$ cat src/rtl/uart_rx_byte_fifo.sv
// UART Rx back end: assembles voted data bits into a byte and queues it in a FWFT FIFO.
// Optional framing-error counter enabled by defining UART_RX_ERR_CNT_EN.
module uart_rx_byte_fifo #(
  parameter int DEPTH  = 8,
  parameter int ADDR_W = 3
) (
  input  logic       clk,
  input  logic       rst_n,
  input  logic       shift_rst,
  input  logic       catch_bit,
  input  logic [3:0] catch_bit_cnt,
  input  logic       i_rx_complete,
  input  logic       i_rx_error,
  output logic [7:0] o_data,
  output logic       o_valid,
  input  logic       i_ready,
  output logic       o_full,
  output logic       o_overrun,
  input  logic       i_clr_overrun,
  output logic [7:0] o_err_cnt
);

  localparam logic [ADDR_W:0] FULL_CNT = (ADDR_W+1)'(DEPTH);

  logic [7:0]        shadow;
  logic [7:0]        mem [DEPTH];
  logic [ADDR_W-1:0] wr_ptr;
  logic [ADDR_W-1:0] rd_ptr;
  logic [ADDR_W:0]   count;
  logic              overrun;

  logic commit;
  logic pop;
  logic push;
  logic drop;

  // A simultaneous error pulse overrides completion.
  always_comb begin
    commit = i_rx_complete & ~i_rx_error;
    pop    = (count != '0) & i_ready;
    push   = commit & ((count < FULL_CNT) | pop);
    drop   = commit & ~push;
  end

  always_ff @(posedge clk or negedge rst_n) begin
    if (!rst_n) begin
      shadow <= '0;
    end else if (shift_rst) begin
      shadow <= '0;
    end else if (!catch_bit_cnt[3]) begin
      shadow[catch_bit_cnt[2:0]] <= catch_bit;
    end
  end

  always_ff @(posedge clk) begin
    if (push) begin
      mem[wr_ptr] <= shadow;
    end
  end

  always_ff @(posedge clk or negedge rst_n) begin
    if (!rst_n) begin
      wr_ptr <= '0;
      rd_ptr <= '0;
      count  <= '0;
    end else begin
      if (push) wr_ptr <= wr_ptr + ADDR_W'(1);
      if (pop)  rd_ptr <= rd_ptr + ADDR_W'(1);
      case ({push, pop})
        2'b10:   count <= count + (ADDR_W+1)'(1);
        2'b01:   count <= count - (ADDR_W+1)'(1);
        default: count <= count;
      endcase
    end
  end

  always_ff @(posedge clk or negedge rst_n) begin
    if (!rst_n) begin
      overrun <= 1'b0;
    end else if (drop) begin
      overrun <= 1'b1;
    end else if (i_clr_overrun) begin
      overrun <= 1'b0;
    end
  end

`ifdef UART_RX_ERR_CNT_EN
  logic [7:0] err_cnt;

  always_ff @(posedge clk or negedge rst_n) begin
    if (!rst_n) begin
      err_cnt <= '0;
    end else if (i_rx_error && (err_cnt != '1)) begin
      err_cnt <= err_cnt + 8'd1;
    end
  end

  assign o_err_cnt = err_cnt;
`else
  assign o_err_cnt = '0;
`endif

  assign o_data    = mem[rd_ptr];
  assign o_valid   = (count != '0);
  assign o_full    = (count == FULL_CNT);
  assign o_overrun = overrun;

endmodule

$ cat config.mk
export PLATFORM = sky130hd
export DESIGN_NAME = uart_rx_byte_fifo
export DESIGN_NICKNAME = d
export VERILOG_FILES = /design/src/rtl/uart_rx_byte_fifo.sv
export SDC_FILE = /design/constraint.sdc
export NUM_CORES = 1
export LEC_CHECK = 0
export BUFFER_PORTS_ARGS = -buffer_cell sky130_fd_sc_hd__buf_2
export CORE_ASPECT_RATIO = 2
export CORE_MARGIN = 2
export CORE_UTILIZATION = 58
export CTS_BUF_LIST = sky130_fd_sc_hd__clkbuf_8
export CTS_CLUSTER_SIZE = 20
export DETAILED_ROUTE_END_ITERATION = 10
export PLACE_DENSITY_LB_ADDON = 0.15
export SLEW_MARGIN = 20
export SYNTH_ARGS = -nofsm -noshare
export SYNTH_HDL_FRONTEND = slang
export SYNTH_SLANG_ARGS = --single-unit
$ cat constraint.sdc
create_clock -name clk -period 6.65 [get_ports clk]
set_input_delay 0.3325 -clock clk [delete_from_list [all_inputs] [get_ports clk]]
set_output_delay 0.3325 -clock clk [all_outputs]
set_load 0.01 [all_outputs]
# Word-level counts from Yosys, hierarchy flattened
# Memories as Yosys holds them, arrays and structs flattened.
# Index checks and enable logic that the tools add are counted.
dict set report totals {
  word_cells 38
  reg_bits 19
  mem_count 1
  output_inout_bits 19
  input_bits 12
  ramBits 64
}
dict set report classes {
  reduce_logical 4
  order_cmp 3
  n_eq_ne 4
  muxes 10
  add_sub_neg 4
  bitwise_logic 7
}
# memory words word_bits read_ports rd_ports_with_merged_regs wr line_no
set memory_table {}
lappend memory_table {mem 8 8 1 0 1 26} ;# logic [7:0] mem [DEPTH];
# operator n
set ops {}
lappend ops {{8-bit 2-to-1 mux} 2}
lappend ops {{8-bit bitwise mux} 1}
lappend ops {{4-bit one-hot mux with 2 select lines} 1}
lappend ops {{3-bit by 1-bit adder with 3-bit output, second input constant} 2}
lappend ops {{1-bit 2-to-1 mux} 5}
lappend ops {{4-bit by 1-bit adder with 4-bit output, second input constant} 1}
lappend ops {{1-bit bitwise AND} 4}
lappend ops {{4-bit equality test, second input constant} 1}
lappend ops {{3-bit by 4-bit less-than comparator with 1-bit output, second input constant} 1}
lappend ops {{4-bit less-than comparator, second input constant} 1}
lappend ops {{2-bit nonzero test} 2}
lappend ops {{4-bit nonzero test} 1}
lappend ops {{4-bit by 1-bit subtractor with 4-bit output, second input constant} 1}
lappend ops {{1-bit demux with 3-bit select} 1}
lappend ops {{3-bit by 1-bit greater-or-equal comparator with 1-bit output, second input constant} 1}
lappend ops {{2-bit by 1-bit equality test with 1-bit output, second input constant} 1}
lappend ops {{2-bit equality test, second input constant} 1}
lappend ops {{2-bit inequality test, second input constant} 1}
lappend ops {{1-bit NOT} 2}
lappend ops {{1-bit logical AND} 1}
lappend ops {{1-bit bitwise OR} 1}

# Logic depth before layout (Yosys ltp)
dict set report logic_depth {
  depth_word 7
  depth_mapped 8
  ltp_nobuf 8
}

# Worst setup path after synthesis
# Ideal clock, no wire load.
dict set report synth_path {
  path_kind {reg-to-reg}
  from {register count[0]}
  to {register count[3]}
  path_slack_ns 3.922
  required_ns 6.516
  arrival_ns 2.595
  stages_incl_launch_ff 9
  period_less_slack_ns 2.728
  setup_time_ns 0.134
  n_path_buf 0
  path_cell_list {dfrtp_1 -> or4_4 -> nand2_1 -> inv_1 -> ha_1 -> ha_1 -> or4b_2 -> o311ai_0 -> o211ai_1}
}
dict set report synth_between {
  elab_chain_len 6
  word_cells_on_any_way 11
  classes_between {add/sub (2); order compare (1); eq/ne (2); mux (1); bitwise (3); reduce/logical (2)}
}
# item line_no
set synth_lines {}
lappend synth_lines {{start, declared} 29} ;# logic [ADDR_W:0] count;
lappend synth_lines {{start signal, assigned} 70} ;# 2'b10: count <= count + (ADDR_W+1)'(1);
lappend synth_lines {{start signal, assigned} 71} ;# 2'b01: count <= count - (ADDR_W+1)'(1);
lappend synth_lines {{start signal, assigned} 72} ;# default: count <= count;
lappend synth_lines {{4-bit nonzero test (*)} --}
lappend synth_lines {{via o_valid} 15} ;# output logic o_valid,
lappend synth_lines {{1-bit bitwise AND (*)} 40} ;# pop = (count != '0) & i_ready;
lappend synth_lines {{via pop} 33} ;# logic pop;
lappend synth_lines {{1-bit bitwise OR} 41} ;# push = commit & ((count < FULL_CNT) | pop);
lappend synth_lines {{1-bit bitwise AND} 41}
lappend synth_lines {{2-bit by 1-bit equality test with 1-bit output or 2-bit equality test (tied branches)} 69} ;# case ({push, pop})
lappend synth_lines {{4-bit one-hot mux with 2 select lines or 2-bit nonzero test (tied branches)} --}
# Mark *: on every way through the listed nets, which the timed path passes. The rest lies on a longest branch.
# A chain may end at the register's enable or synchronous reset.

# Worst setup path in the final report
dict set report layout_path {
  from {register count[0]}
  to {register count[3]}
}
dict set report layout_between {
  elab_chain_len 6
  word_cells_on_any_way 11
  classes_between {add/sub (2); order compare (1); eq/ne (2); mux (1); bitwise (3); reduce/logical (2)}
}
# item line_no
set layout_lines {}
lappend layout_lines {{4-bit nonzero test (*)} 40}
lappend layout_lines {{1-bit bitwise AND (*)} 40}
lappend layout_lines {{via pop} 33}
lappend layout_lines {{1-bit bitwise OR} 41}
lappend layout_lines {{1-bit bitwise AND} 41}
lappend layout_lines {{2-bit by 1-bit equality test with 1-bit output or 2-bit equality test (tied branches)} 69}
lappend layout_lines {{4-bit one-hot mux with 2 select lines or 2-bit nonzero test (tied branches)} --}
# Marks and branches as above.

==> impl_table.tex <==
\begin{tabular}{lr}
\hline
Metric & Value \\
\hline
\multicolumn{2}{l}{\textbf{Timing}} \\
Total Negative Setup Slacks & 0 ns \\
Post-route clock period utilization & 43.5\% \\
Headroom to the max-slew limit & 34.9\% \\
Fin crit period & 2.89 ns \\
Number of endpoints failing setup at the final stage & 0 \\
Clock skew & 0.00506 ns \\
Slew at the pin closest to its max-slew limit & 0.973 ns \\
Unrepaired setup endpoints after global routing & no \\
Minimum setup slack in the final design & 3.76 ns \\
Maximum clock frequency & 346 MHz \\
Count of pins over their slew limit & 0 \\
Total count of hold-check failures in the final report & 0 \\
\multicolumn{2}{l}{\textbf{Routing}} \\
Final routed wirelength across all metal layers & 6.56 mm \\
Routed wire length on met2 & 3.96 mm \\
Routed length on met1 & 2.29 mm \\
Number of design-rule violations left by the first detailed-router iteration & 81 \\
Uppermost layer routed & met4 \\
Detailed-route via count & 1877 \\
\# DRC & 0 \\
Routed WL per cell & 21.7 µm \\
Number of nets with antenna violations after detailed routing & 0 \\
Metal3 WL & 198 µm \\
First-pass detailed-route iteration total & 4 \\
Vias per cell & 6.19 \\
\multicolumn{2}{l}{\textbf{Hold path}} \\
Hold depth & 2 \\
Endpoint with the worst hold slack & o\_overrun \\
Class of the tightest hold or removal check & primary input to register \\
Hold path startpoint & i\_clr\_overrun \\
\multicolumn{2}{l}{\textbf{Logic synthesis}} \\
Share of the yosys chip area belonging to registers & 66.3\% \\
Count of cell types in the netlist & 36 \\
Synthesized flop and latch total & 83 \\
Number of enable flip-flop cells after synthesis & 64 \\
Post-Synthesis Mean Instance Area & 17.7 µm² \\
Top FF cell, synth & sky130\_fd\_sc\_hd\_\_edfxtp\_1 \\
Cell area after synthesis & 3620 µm² \\
Gate count of the mapped netlist & 205 \\
Total number of yosys warnings & 0 \\
Post-synth ARST share & 22.9\% \\
\multicolumn{2}{l}{\textbf{Power}} \\
Leakage power & 1.49 nW \\
Power per Cell Area & 384 nW/µm² \\
Worst ir drop on vdd & 0.267 mV \\
\multicolumn{2}{l}{\textbf{Setup path}} \\
R2r setup slk & 3.76 ns \\
Capture point of the worst reg-to-reg path & count[3] \\
Crit path launch type & register \\
Crit path required time & 6.87 ns \\
CP Data Arrival Time & 3.11 ns \\
Worst R2R Path Depth & 8 \\
Reg-to-reg critical path startpoint & count[0] \\
Worst Setup End Kind & register \\
Highest net fanout along the worst path & 9 \\
Crit path kind & register to register \\
\multicolumn{2}{l}{\textbf{Clock network}} \\
Maximum count of clock buffers along a single path & 2 \\
Number of CTS-inserted buffers & 9 \\
Clock tree from TritonCTS & built \\
Total number of clock tree sinks & 83 \\
Post-CTS setup buffer count & 0 \\
CTS Root Cell & sky130\_fd\_sc\_hd\_\_clkbuf\_8 \\
Clock insertion delay at the later pin of the skew report & 0.34 ns \\
Clock transition time at the flip-flop clock pins of the worst setup and hold paths & 0.08 ns \\
H-tree Lvls & 3 \\
\multicolumn{2}{l}{\textbf{Final layout}} \\
Final antenna diode count & 0 \\
Proportion of layout cells with a drive suffix above 1 & 22.9\% \\
Final standard cell utilization of the core & 66.7\% \\
Final layout net count & 253 \\
Final non-filler cell total & 303 \\
Fill cells & 427 \\
Layout Area Growth over Synthesis & 10.7\% \\
\multicolumn{2}{l}{\textbf{Die}} \\
Die boundary width & 59.9 µm \\
Y dimension of the die & 116 µm \\
Die Footprint & 6920 µm² \\
Floorplan row count & 40 \\
Core Area & 6010 µm² \\
I/O pins & 31 \\
Initial Utilization & 60.2\% \\
\multicolumn{2}{l}{\textbf{Placement}} \\
Number of input and output port buffers inserted & 22 \\
Worst slack, placed & 3.78 ns \\
Cell Count Post-Placement & 286 \\
DPL Wire Length & 4.54 mm \\
RD Place Congestion & 0.780 \\
\multicolumn{2}{l}{\textbf{Global routing}} \\
Total global-route track usage & 21.0\% \\
Via count of the first global-routing pass & 1959 \\
Maximum number of pins on one net before global-route repair & 20 \\
Global-route wire length before repair & 9.95 mm \\
Remaining global-route overflow & 0 \\
Number of antenna violations at the first check in global routing & 0 \\
\multicolumn{2}{l}{\textbf{Status}} \\
Outcome & finished clean \\
\multicolumn{2}{l}{\textbf{Run}} \\
Maxcap violations & 0 \\
\hline
\end{tabular}
-- where the power goes --
group / leakage [nW] / internal [W] / total [W] / switching [W]
Clock: 0.127 / 0.000257 / 0.000421 / 0.000164
Sequential: 0.820 / 0.000617 / 0.000720 / 0.000102
Combinational: 0.538 / 0.000227 / 0.000397 / 0.000170
Total: 1.49 / 0.00110 / 0.00154 / 0.000436
-- sequential cells by signal (all words and copies together) (netlist names) --
register / flops
shadow: 8
rd_ptr: 3
mem: 64
count: 4
wr_ptr: 3
o_overrun: 1
-- worst max path at each step --
stage / startpoint / endpoint / slack, ns / depth (start not counted)
3_3_place_gp: count[0] / count[3] / 3.90 / 8
3_5_place_dp: count[0] / count[3] / 3.78 / 8
4_1_cts: count[0] / count[3] / 3.76 / 8
2_1_floorplan: count[0] / count[3] / 3.92 / 8
5_1_grt: count[0] / count[3] / 3.59 / 8
6_report: count[0] / count[3] / 3.76 / 8
-- stage by stage --
| stage | instance area [µm²] | hold WS (ns) | total power (W) |
|---|---|---|---|
| 2_1_floorplan | 3640 | 0.0369 | 0.00102 |
| 3_3_place_gp | 3750 | 0.287 | 0.00110 |
| 3_5_place_dp | 3750 | 0.304 | 0.00113 |
| 4_1_cts | 4010 | 0.177 | 0.00155 |
| 5_1_grt | 4010 | 0.187 | 0.00161 |
| 6_report | 4010 | 0.187 | 0.00154 |
-- logic make-up after synthesis --
kind of cell | Yosys count | share of synthesized area (%)
compound gates | 7 | 1.35
buf+inv | 23 | 3.94
fa+ha+maj | 6 | 2.28
flops | 83 | 66.3
other cells | 1 | 0.104
xor+xnor | 6 | 1.45
simple gates | 43 | 7.09
mux | 36 | 17.5
-- what timing repair did --
item | CTS | global route
hold buffers | 1 | 0
hold endpoints to repair | 19 | 0
resized for setup | 0 | 0
-- worst max-delay path, stage by stage, from the launching register on --
cell	delay, ns
sky130_fd_sc_hd__dfrtp_1	0.45
sky130_fd_sc_hd__or4_4	0.55
sky130_fd_sc_hd__nand2_1	0.14
sky130_fd_sc_hd__inv_1	0.06
sky130_fd_sc_hd__ha_1	0.30
sky130_fd_sc_hd__ha_1	0.38
sky130_fd_sc_hd__or4b_2	0.64
sky130_fd_sc_hd__o311ai_0	0.12
sky130_fd_sc_hd__o211ai_1	0.13
-- cell usage in the layout (no fill, tap or decap) --
cell / Yosys / final
sky130_fd_sc_hd__bufinv_16: 0 / 3
sky130_fd_sc_hd__a2111o_1: 1 / 1
sky130_fd_sc_hd__conb_1: 1 / 8
sky130_fd_sc_hd__nand3_1: 5 / 5
sky130_fd_sc_hd__o211ai_1: 1 / 1
sky130_fd_sc_hd__nor4b_1: 4 / 4
sky130_fd_sc_hd__or4b_2: 1 / 1
sky130_fd_sc_hd__xor2_1: 1 / 1
sky130_fd_sc_hd__nor2_1: 11 / 11
sky130_fd_sc_hd__ha_1: 5 / 5
sky130_fd_sc_hd__mux2i_1: 9 / 9
sky130_fd_sc_hd__dlygate4sd3_1: 0 / 1
sky130_fd_sc_hd__a21oi_1: 2 / 2
sky130_fd_sc_hd__fa_1: 1 / 1
sky130_fd_sc_hd__nor2b_1: 1 / 1
sky130_fd_sc_hd__or4_4: 1 / 1
sky130_fd_sc_hd__o21ai_0: 1 / 1
sky130_fd_sc_hd__nand2b_1: 3 / 3
sky130_fd_sc_hd__clkbuf_8: 0 / 10
sky130_fd_sc_hd__o22ai_1: 1 / 1
sky130_fd_sc_hd__nor4bb_1: 3 / 3
sky130_fd_sc_hd__nand2_1: 4 / 4
sky130_fd_sc_hd__xnor2_1: 5 / 5
sky130_fd_sc_hd__nor4_1: 2 / 2
sky130_fd_sc_hd__nor3b_1: 3 / 3
sky130_fd_sc_hd__mux2_2: 11 / 11
sky130_fd_sc_hd__nor3_1: 4 / 4
sky130_fd_sc_hd__clkinv_2: 0 / 2
sky130_fd_sc_hd__buf_2: 2 / 22
sky130_fd_sc_hd__inv_1: 7 / 8
sky130_fd_sc_hd__dfrtp_1: 19 / 19
sky130_fd_sc_hd__nand4b_1: 1 / 1
sky130_fd_sc_hd__o311ai_0: 1 / 1
sky130_fd_sc_hd__edfxtp_1: 64 / 64
sky130_fd_sc_hd__buf_4: 8 / 5
sky130_fd_sc_hd__mux4_1: 16 / 16
-- Yosys cell counts (all sizes together) (2+ instances only) --
library cell / instances / area share (%)
nor4bb: 3 / 0.83
nor3: 4 / 0.55
xnor2: 5 / 1.2
ha: 5 / 1.7
a21oi: 2 / 0.28
nand2b: 3 / 0.52
nand2: 4 / 0.41
nor4b: 4 / 0.97
inv: 7 / 0.73
nor3b: 3 / 0.62
nor2: 11 / 1.1
mux2: 11 / 3.4
mux4: 16 / 12
nor4: 2 / 0.35
dfrtp: 19 / 13
mux2i: 9 / 2.5
nand3: 5 / 0.69
edfxtp: 64 / 53
buf: 14 / 3.0
clkbuf: 2 / 0.21
-- cell type report --
cell class | count | area, µm² | area share (%)
Sequential cell | 83 | 2400 | 59.8
Multi-Input combinational cell | 106 | 1100 | 27.6
Timing Repair Buffer | 28 | 158 | 3.94
Clock buffer | 10 | 138 | 3.44
Clock inverter | 6 | 104 | 2.59
Tap cell | 63 | 78.8 | 1.97
Inverter | 7 | 26.3 | 0.656
-- per-layer routing --
metal  vias to the layer above  global-route usage, %
met2                        39                   39.7
met5                         -                      0
li1                        858                      -
met1                       971                   20.5
met4                         0                   10.2
met3                         9                   3.91
(Power assumes the default switching activity.)
